$ cat config.mk
export PLATFORM = sky130hd
export DESIGN_NAME = bf_result_drain
export DESIGN_NICKNAME = d
export VERILOG_FILES = /design/src/rtl/bf_pkg.sv /design/src/rtl/bf_skid_fifo.sv /design/src/rtl/bf_result_drain.sv
export SDC_FILE = /design/constraint.sdc
export NUM_CORES = 1
export LEC_CHECK = 0
export ABC_AREA = 0
export CAP_MARGIN = 20
export CORE_ASPECT_RATIO = 0.8
export CORE_MARGIN = 8
export CORE_UTILIZATION = 35
export DETAILED_ROUTE_END_ITERATION = 7
export RECOVER_POWER = 25
export SLEW_MARGIN = 0
export SYNTH_ARGS = -nofsm -noshare
export SYNTH_HDL_FRONTEND = slang
export SYNTH_SLANG_ARGS = --single-unit
$ cat constraint.sdc
create_clock -name clock -period 6.4 [get_ports clock]
set_input_delay 0.64 -clock clock [delete_from_list [all_inputs] [get_ports clock]]
set_output_delay 0.64 -clock clock [all_outputs]
set_load 0.05 [all_outputs]
$ cat src/rtl/bf_pkg.sv
// Shared Bellman-Ford core package: address/data widths, the infinite-distance
// encoding and the result-drain FSM state encoding. Used by the controller,
// the datapath and the result drain.
package bf_pkg;

    localparam int ADDR_W = 14;
    localparam int DATA_W = 16;
    localparam logic [DATA_W-1:0] INF_VAL = 16'hFFFF;

    typedef enum logic [2:0] {
        S_IDLE  = 3'd0,
        S_NEG   = 3'd1,
        S_READ  = 3'd2,
        S_FLUSH = 3'd3,
        S_FIN   = 3'd4
    } drain_state_e;

endpackage

$ cat src/rtl/bf_skid_fifo.sv
// Two-entry valid/ready buffer.
// Ports:
//   clock, reset      rising-edge clock, synchronous active-low reset
//   push, push_data   write one entry (caller guarantees room)
//   pop               remove the head entry (caller guarantees head_valid)
//   head_valid        buffer holds at least one entry
//   head_data         oldest entry
//   occupancy         number of held entries, 0..2
module bf_skid_fifo #(
    parameter int WIDTH = 18
) (
    input  logic             clock,
    input  logic             reset,
    input  logic             push,
    input  logic [WIDTH-1:0] push_data,
    input  logic             pop,
    output logic             head_valid,
    output logic [WIDTH-1:0] head_data,
    output logic [1:0]       occupancy
);

    logic [WIDTH-1:0] mem_q [2];
    logic             wr_idx;
    logic             rd_idx;
    logic [1:0]       cnt;

    always_ff @(posedge clock) begin
        if (!reset) begin
            wr_idx <= 1'b0;
            rd_idx <= 1'b0;
            cnt    <= 2'd0;
        end else begin
            if (push) wr_idx <= ~wr_idx;
            if (pop)  rd_idx <= ~rd_idx;
            cnt <= cnt + 2'(push) - 2'(pop);
        end
    end

    // Storage carries no reset; cnt alone decides what is valid.
    always_ff @(posedge clock) begin
        if (push) mem_q[wr_idx] <= push_data;
    end

    assign head_valid = (cnt != 2'd0);
    assign head_data  = mem_q[rd_idx];
    assign occupancy  = cnt;

endmodule

$ cat src/rtl/bf_result_drain.sv
// Result drain for the Bellman-Ford core. On done_in it reads the output SRAM
// from address 0 through last_addr and streams each distance word on a
// valid/ready port. last_addr == 0 signals a negative cycle: neg_cycle is set
// and no data is streamed.
// Optional macro BF_DRAIN_CHECKSUM_EN appends one beat holding the wrapping
// DATA_W-bit sum of all streamed words (that beat carries out_last).
// Ports:
//   clock, reset                 rising-edge clock, synchronous active-low reset
//   done_in, last_addr           start pulse and final SRAM address
//   sram_re, sram_addr           SRAM read request
//   sram_rdata                   SRAM data, one cycle after sram_re
//   out_valid/ready/data         result stream
//   out_inf, out_last            word is INF_VAL / final beat
//   neg_cycle                    sticky negative-cycle flag
//   busy, drain_done             activity and one-cycle completion pulse
module bf_result_drain #(
    parameter int                ADDR_W  = bf_pkg::ADDR_W,
    parameter int                DATA_W  = bf_pkg::DATA_W,
    parameter logic [DATA_W-1:0] INF_VAL = bf_pkg::INF_VAL
) (
    input  logic              clock,
    input  logic              reset,
    input  logic              done_in,
    input  logic [ADDR_W-1:0] last_addr,
    output logic              sram_re,
    output logic [ADDR_W-1:0] sram_addr,
    input  logic [DATA_W-1:0] sram_rdata,
    output logic              out_valid,
    input  logic              out_ready,
    output logic [DATA_W-1:0] out_data,
    output logic              out_inf,
    output logic              out_last,
    output logic              neg_cycle,
    output logic              busy,
    output logic              drain_done
);
    import bf_pkg::*;

    // Buffer payload: {is_checksum, last, data}
    localparam int PW = DATA_W + 2;

    drain_state_e      state, state_nxt;
    logic [ADDR_W-1:0] rd_ptr;
    logic [ADDR_W:0]   beats_left;
    logic              neg_q;
    logic              issue;
    logic              csum_push;
    logic              rd_vld_p0;
    logic              rd_last_p0;
    logic              push;
    logic [PW-1:0]     push_data;
    logic              pop;
    logic              head_valid;
    logic [PW-1:0]     head_data;
    logic [1:0]        occ;
    logic [2:0]        room_used;
    logic              read_ok;
    logic              empty_after;
    logic              last_rd;

    assign pop       = head_valid && out_ready;
    // Slots already claimed once this cycle's pop is accounted for; counting
    // the pop is what lets reads keep pace at one beat per cycle.
    assign room_used = 3'(occ) + 3'(rd_vld_p0) - 3'(pop);
    assign read_ok   = (room_used < 3'd2);
    // Nothing left in the buffer or in flight after this cycle.
    assign empty_after = !rd_vld_p0 && ((occ == 2'd0) || (occ == 2'd1 && pop));
    assign last_rd     = (beats_left == (ADDR_W+1)'(1));

`ifdef BF_DRAIN_CHECKSUM_EN
    logic              csum_sent;
    logic [DATA_W-1:0] csum_q;
    logic [DATA_W-1:0] csum_nxt;

    assign csum_nxt = csum_q + (pop ? head_data[DATA_W-1:0] : '0);

    always_ff @(posedge clock) begin
        if (!reset) begin
            csum_sent <= 1'b0;
        end else if (state == S_IDLE && done_in) begin
            csum_sent <= 1'b0;
        end else if (csum_push) begin
            csum_sent <= 1'b1;
        end
    end

    always_ff @(posedge clock) begin
        if (state == S_IDLE && done_in) begin
            csum_q <= '0;
        end else if (pop && !csum_sent) begin
            csum_q <= csum_nxt;
        end
    end

    assign push_data = csum_push ? {1'b1, 1'b1, csum_nxt}
                                 : {1'b0, 1'b0, sram_rdata};
`else
    assign push_data = {1'b0, rd_last_p0, sram_rdata};
`endif

    assign push = rd_vld_p0 || csum_push;

    always_comb begin
        state_nxt = state;
        issue     = 1'b0;
        csum_push = 1'b0;
        case (state)
            S_IDLE: begin
                if (done_in) state_nxt = (last_addr == '0) ? S_NEG : S_READ;
            end
            S_NEG:  state_nxt = S_FIN;
            S_READ: begin
                if (read_ok) begin
                    issue = 1'b1;
                    if (last_rd) state_nxt = S_FLUSH;
                end
            end
            S_FLUSH: begin
`ifdef BF_DRAIN_CHECKSUM_EN
                if (empty_after) begin
                    if (!csum_sent) csum_push = 1'b1;
                    else            state_nxt = S_FIN;
                end
`else
                if (empty_after) state_nxt = S_FIN;
`endif
            end
            S_FIN:   state_nxt = S_IDLE;
            default: state_nxt = S_IDLE;
        endcase
    end

    // Stage p0: read issue -> data returning from SRAM
    always_ff @(posedge clock) begin
        if (!reset) begin
            state      <= S_IDLE;
            rd_ptr     <= '0;
            beats_left <= '0;
            neg_q      <= 1'b0;
            rd_vld_p0  <= 1'b0;
            rd_last_p0 <= 1'b0;
        end else begin
            state      <= state_nxt;
            rd_vld_p0  <= issue;
            rd_last_p0 <= issue && last_rd;
            if (state == S_IDLE && done_in) begin
                neg_q      <= 1'b0;
                rd_ptr     <= '0;
                beats_left <= {1'b0, last_addr} + (ADDR_W+1)'(1);
            end else if (issue) begin
                rd_ptr     <= rd_ptr + ADDR_W'(1);
                beats_left <= beats_left - (ADDR_W+1)'(1);
            end
            if (state == S_NEG) neg_q <= 1'b1;
        end
    end

    // Stage p1: buffered beats presented on the stream
    bf_skid_fifo #(.WIDTH(PW)) u_fifo (
        .clock      (clock),
        .reset      (reset),
        .push       (push),
        .push_data  (push_data),
        .pop        (pop),
        .head_valid (head_valid),
        .head_data  (head_data),
        .occupancy  (occ)
    );

    assign sram_re    = issue;
    assign sram_addr  = rd_ptr;
    assign out_valid  = head_valid;
    assign out_data   = head_valid ? head_data[DATA_W-1:0] : '0;
    assign out_last   = head_valid && head_data[DATA_W];
    assign out_inf    = head_valid && !head_data[DATA_W+1]
                        && (head_data[DATA_W-1:0] == INF_VAL);
    assign neg_cycle  = neg_q;
    assign busy       = (state != S_IDLE) && (state != S_FIN);
    assign drain_done = (state == S_FIN);

endmodule

==> key figures, run 1 <==
Outcome
  – Run status: finished, final reports clean

Clock tree
  – CTS tree: yes
  – Clock latency on the worst-skew pair: 0.33 ns
  – Clock Sinks: between 70 and 80
  – CTS Buf Count: 9
  – Clk pin slew, worst setup/hold paths: ~0.05 ns
  – Setup Buffers After CTS: 0
  – CTS H-tree lvls: 3
  – Hold Buf Count CTS: 0
  – Clk buf depth: 2
  – Clock Root Buffer: clkbuf_16
  – Post-CTS resize count: 0

Synthesis
  – Yosys warns: 0
  – Synth Area in XOR/XNOR: 6.58%
  – Asr flop ratio synth: 0%
  – Syn Inst Count: ~370
  – Post-synth EDFFs: 34
  – Largest family of logic cells by synthesized area: simple AND/OR/NAND/NOR gates
  – Simple-gate portion of the synthesized area: 22.8%
  – Seq/Total Area, Yosys: 50.7%
  – Main synth FF type: dfxtp_1
  – Synth Area in Adders: 2.99%
  – Syn Area/Cell: around 10 µm²
  – Yosys reg bits: 74
  – Post-Syn Area: 3590 µm²
  – Synth cell types: 46
  – Syn_nets: around 410
  – Synth Area in Compound Gates: approximately a tenth
  – Mux cell area share after synthesis: under 10%

Placement
  – HPWL after DPL: about 6.4 mm
  – PortBufs: 70
  – Final GP Congestion: between 0.8 and 0.9
  – Cells after DPL: about 570

Layout
  – Ant. Diodes: 0
  – Share of cells above drive strength 1: about 4.7%
  – Finished Layout Cells: ~600
  – Most common cell after layout, fill and taps aside: clkdlybuf4s50_1
  – Net count reported at finish: between 400 and 500
  – Most frequent cells in the layout: clkdlybuf4s50_1 (54), dfxtp_1 (40), nor2_1 (37), edfxtp_1 (34), nand2_1 (25)
  – Layout fillers: approximately 960
  – Layout area overhead: 33.4%

Timing
  – Min Tclk post-route: between 4 and 5 ns
  – Hold WS: roughly 0.43 ns
  – Period utilization: 76.3%
  – Final Hold Fails: 0
  – Clock Skew: slightly below 0.006 ns
  – Least-Margin Pin Slew: around 0.99 ns
  – Max Clk Rate: a little over 200 MHz
  – Max_slew headroom: roughly a third
  – Fin. max-slew vios: 0
  – Final setup TNS: 0 ns
  – RSZ-0062 raised after global routing: false
  – # setup viols final: 0

Global route
  – First-pass GRT wire length: 14.0 mm
  – Remaining global-route overflow: 0
  – Initial antenna violation count: 0
  – Vias in the first global route: slightly below 3000
  – GR Util All Layers: 12.8%
  – Largest net degree at the start of global routing: 26

Floorplan
  – # rows: 33
  – Initial Utilization: between 30 and 40%
  – Core Region: between 10000 and 15000 µm²
  – Io pins: 71
  – Die Height: between 100 and 150 µm
  – Die area: 13800 µm²
  – Die W: between 100 and 150 µm

Pwr
  – Power density over the cells: 400 nW/µm²
  – Combinational share of power: between 30% and 40%
  – P_int: between 1000 and 1500 µW
  – Leak: between 0.0015 and 0.002 µW
  – VDD IR max: roughly 140 µV
  – Sw frac: a little under two fifths
  – Switch Pwr: 723 µW
  – Clock share of power: 29.9%
  – Seq pwr share: a little under a third

Setup path
  – Arrival time worst endpoint: around 4.2 ns
  – Max FO, Critical Path: 15
  – Critical path class: in2out
  – Critical path startpoint category: input port
  – CP Capture Type: primary output
  – Worst Path Required: 5.76 ns

Flow run
  – Number of max-cap violations: 0

Drt
  – Initial drt markers: ~190
  – Vias: a little under 3000
  – Routed len/inst: about 15 µm
  – Vias per cell: between 4 and 5
  – Number of detailed-routing iterations run before antenna repair: 5
  – Post-DRT Antenna Nets: 0
  – DRT Wirelength: roughly 8.5 mm
  – Post-route DRC: 0

Min path
  – Hold Path Class: reg2reg
==> final timing paths <==
kind | start | to | slack (ns) | cells past startpoint
max | out_ready | sram_re | 1.52 | 10
min | rd_last_p0 | u_fifo.mem_q[1][16] | 0.43 | 0
max reg2reg | u_fifo.occupancy[1] | beats_left[2] | 3.10 | 12
min reg2reg | rd_last_p0 | u_fifo.mem_q[1][16] | 0.43 | 0
==> cells by family (layout without fill, tap and decap cells) <==
logic type               after synthesis  in the layout
AO/OA/AOI/OAI                         58             58
AND/OR/NAND/NOR                      157            157
XOR/XNOR                              27             27
multiplexers                          14             14
buffers and inverters                 27            106
flip-flops                            74             74
adder cells (fa/ha/maj)                8              8
==> critical path, cell delays in order <==
cell and delay [ns]:
clkdlybuf4s50_1 0.47, nor2b_1 0.22, ha_1 0.27, inv_1 0.05, ha_1 0.14, fa_1 0.45, nor4b_2 0.39, nand2_1 0.29
inv_1 0.42, clkdlybuf4s50_1 0.89
==> cells in the mapped netlist (all sizes together) (6+ instances only) <==
| master | n | area [µm²] |
|---|---|---|
| a21oi | 18 | 90.1 |
| and2 | 7 | 43.8 |
| and3 | 9 | 56.3 |
| clkbuf | 7 | 26.3 |
| dfxtp | 40 | 801 |
| edfxtp | 34 | 1020 |
| ha | 7 | 87.6 |
| inv | 17 | 63.8 |
| mux2i | 14 | 140 |
| nand2 | 25 | 93.8 |
| nand3 | 18 | 90.1 |
| nand4 | 14 | 87.6 |
| nor2 | 37 | 139 |
| nor2b | 8 | 50.1 |
| nor3 | 10 | 50.1 |
| nor4 | 7 | 43.8 |
| o21ai | 15 | 75.1 |
| or3 | 6 | 37.5 |
| xnor2 | 17 | 149 |
| xor2 | 10 | 87.6 |
==> registers in the layout, indices dropped and copies added, names as in the netlist, named ones only <==
signal / cells
beats_left: 15
u_fifo.mem_q: 34
rd_last_p0: 1
state: 3
push: 1
neg_cycle: 1
u_fifo.rd_idx: 1
u_fifo.wr_idx: 1
sram_addr: 14
u_fifo.occupancy: 2
==> area by class of cell <==
cell class	instances	area (µm²)	area share (%)
Timing Repair Buffer	73	719	15.0
Clock buffer	10	229	4.78
Clock inverter	6	115	2.40
Sequential cell	74	1820	38.0
Multi-Input combinational cell	264	1670	34.8
Inverter	17	63.8	1.33
Tap cell	140	175	3.65
==> power by group through the flow <==
stage                     clock network [µW]  registers [µW]  logic, µW
final                                    573             597        750
after global routing                     609             605        815
after CTS                                588             596        763
after detailed placement                   0             605        760
after global placement                     0             604        754
after floorplan                            0             604        522
==> layer usage <==
metal  part of all wire (%)  global-route usage [%]
met1                     50                    17.2
met2                     43                    18.9
met3                    6.2                    3.97
met4                    1.4                    4.85
met5                      0                       0
==> per-stage QoR <==
stage	setup slack, ns	utilization, %	instance area [µm²]	power [µW]
final	1.52	47.4	4790	1920
after global routing	1.26	47.4	4790	2030
after floorplan	2.91	-	3590	1130
after global placement	1.58	44.0	4450	1360
after CTS	1.50	47.4	4800	1950
after detailed placement	1.49	44.0	4450	1370
Power figures use the tool's default switching activity.
==> run 2, diff against run 1 <==
- clock period: 6.4 -> 4.4 ns (I/O delays scaled with it)
==> run 2 against run 1 <==
Against the previous run: global-route usage rose by 0.19 points; critical path type is now reg2out; clock skew fell by 0.0022 ns; sequential power rose by 49%; worst hold slack got worse by 0.012 ns; count of clock-buffer cells in the layout fell by 1; sequential share of layout area rose by 0.20 points; clock power rose by 24%; die area did not move; via count rose by 2.4%; final area fell by 0.52%.
==> key figures, run 2 (synthesized netlist as in run 1, its figures left out) <==
Outcome
  – Run status: finished, final reports clean

Clock tree
  – CTS tree: yes
  – Clk pin slew, worst setup/hold paths: about 0.060 ns
  – Clk buf depth: 2
  – CTS Buf Count: 9
  – Clock Root Buffer: clkbuf_16
  – CTS H-tree lvls: 3
  – Setup Buffers After CTS: 0
  – Clock Sinks: 74
  – Clock latency on the worst-skew pair: roughly 0.32 ns
  – Hold Buf Count CTS: 0
  – Post-CTS resize count: 0

Timing
  – Fin. max-slew vios: 0
  – Final Hold Fails: 0
  – Min Tclk post-route: approximately 3.8 ns
  – Max_slew headroom: 31.1%
  – Final setup TNS: 0 ns
  – Hold WS: between 0.4 and 0.5 ns
  – RSZ-0062 raised after global routing: false
  – Least-Margin Pin Slew: slightly above 1 ns
  – Max Clk Rate: between 200 and 300 MHz
  – # setup viols final: 0
  – Period utilization: 86.5%
  – Clock Skew: roughly 0.0036 ns

Drt
  – Number of detailed-routing iterations run before antenna repair: 4
  – Post-DRT Antenna Nets: 0
  – Routed len/inst: 14.7 µm
  – Vias per cell: roughly 5
  – Initial drt markers: roughly 220
  – DRT Wirelength: approximately 8.6 mm
  – Post-route DRC: 0
  – Vias: 2965

Global route
  – GR Util All Layers: between 10 and 15%
  – First-pass GRT wire length: between 10 and 15 mm
  – Vias in the first global route: approximately 2900
  – Largest net degree at the start of global routing: 26
  – Remaining global-route overflow: 0
  – Initial antenna violation count: 0

Setup path
  – Max FO, Critical Path: 19
  – CP Capture Type: primary output
  – Critical path class: reg2out
  – R2r startpoint: u_fifo.occupancy[1]
  – Critical path startpoint category: flop
  – CP startpoint: u_fifo.occupancy[1]
  – Worst Reg2Reg Path Length in Cells: 12
  – Arrival time worst endpoint: ~3.4 ns
  – Worst Path Required: ~4 ns

Pwr
  – Leak: between 0.0015 and 0.002 µW
  – Clock share of power: between 20% and 30%
  – Sw frac: between 30% and 40%
  – Seq pwr share: 32.8%
  – Switch Pwr: 1070 µW
  – VDD IR max: between 150 and 200 µV
  – P_int: 1640 µW
  – Combinational share of power: between 40% and 50%
  – Total power: roughly 2700 µW
  – Power density over the cells: roughly 570 nW/µm²

Layout
  – Ant. Diodes: 0
  – Layout area overhead: 32.7%
  – Layout fillers: roughly 960
  – Net count reported at finish: 483
  – Most common cell after layout, fill and taps aside: clkdlybuf4s50_1
  – Biggest register: u_fifo.mem_q
  – Design area: approximately 4800 µm²
  – Share of cells above drive strength 1: under 10%
  – Most frequent cells in the layout: clkdlybuf4s50_1 (52), dfxtp_1 (40), nor2_1 (37), edfxtp_1 (34), nand2_1 (25)
  – Max FFs per register: 34

Flow run
  – Number of max-cap violations: 0

Floorplan
  – Core Region: roughly 10000 µm²
  – Die area: about 14000 µm²
  – Initial Utilization: between 30% and 40%
  – Io pins: about 70
  – # rows: 33
  – Die W: approximately 130 µm
  – Die Height: about 110 µm

Min path
  – Min-delay src: rd_last_p0
  – Hold Path Class: reg2reg
  – Worst hold stages: 0

Placement
  – Post-DP Area: around 4500 µm²
  – PortBufs: 70
  – Final GP Congestion: between 0.8 and 0.9
  – HPWL after DPL: 6.50 mm
run 2: changes by cell type in the layout (fill, tap and decap cells not counted), sizes merged:
cell and change:
buf +3, dlygate4sd3 +1, clkdlybuf4s50 -2, clkbuf -1
inv +1, bufinv -2, clkinv +2
run 2: area by class of cell:
cell class | instances | area [µm²] | area share, %
repair buffers | 75 | 744 | 15.6
multi-input cells | 264 | 1670 | 35.0
well taps | 140 | 175 | 3.67
inverters | 17 | 63.8 | 1.34
clock buffers | 9 | 225 | 4.72
clock inverters | 7 | 68.8 | 1.44
flip-flops and latches | 74 | 1820 | 38.2
run 2: path summary, 6_finish.rpt:
path / slack (ns) / end
worst min register to register: 0.42 / u_fifo.mem_q[0][16]
worst max register to register: 0.92 / beats_left[5]
worst max-delay path: 0.59 / sram_re
worst min-delay path: 0.42 / u_fifo.mem_q[0][16]
run 2: metal layers:
| layer | share of wire [%] | global-route usage [%] | up-vias |
|---|---|---|---|
| met5 | 0 | 0 | - |
| met4 | 0.86 | 3.26 | 0 |
| met3 | 5.9 | 3.87 | 4 |
| met2 | 45 | 20.4 | 77 |
| met1 | 48 | 17.1 | 1393 |
| li1 | - | - | 1491 |
run 2: metrics by stage:
stage / worst slack, ns / util [%] / cells
final: 0.592 / 47.1 / 586
after global routing: 0.335 / 47.1 / 586
after CTS: 0.575 / 47.2 / 586
after detailed placement: 0.655 / 44.3 / 570
after global placement: 0.757 / 44.3 / 570
after floorplan: 1.10 / - / 365
run 2: worst max-delay path: stages (launching register included):
cell     delay (ns)
dfxtp_1        0.43
nor2_1         0.06
buf_4          0.20
nor2b_1        0.21
ha_1           0.26
inv_1          0.06
ha_1           0.15
fa_1           0.45
nor4b_2        0.45
nand2_1        0.13
inv_1          0.43
buf_12         0.21
run 2: power by group through the flow:
stage | clock network, µW | registers, µW | logic, µW
finish | 713 | 887 | 1110
CTS | 732 | 887 | 1120
detailed placement | 0 | 901 | 1120
floorplan | 0 | 879 | 759
global placement | 0 | 898 | 1100
global route | 765 | 900 | 1190
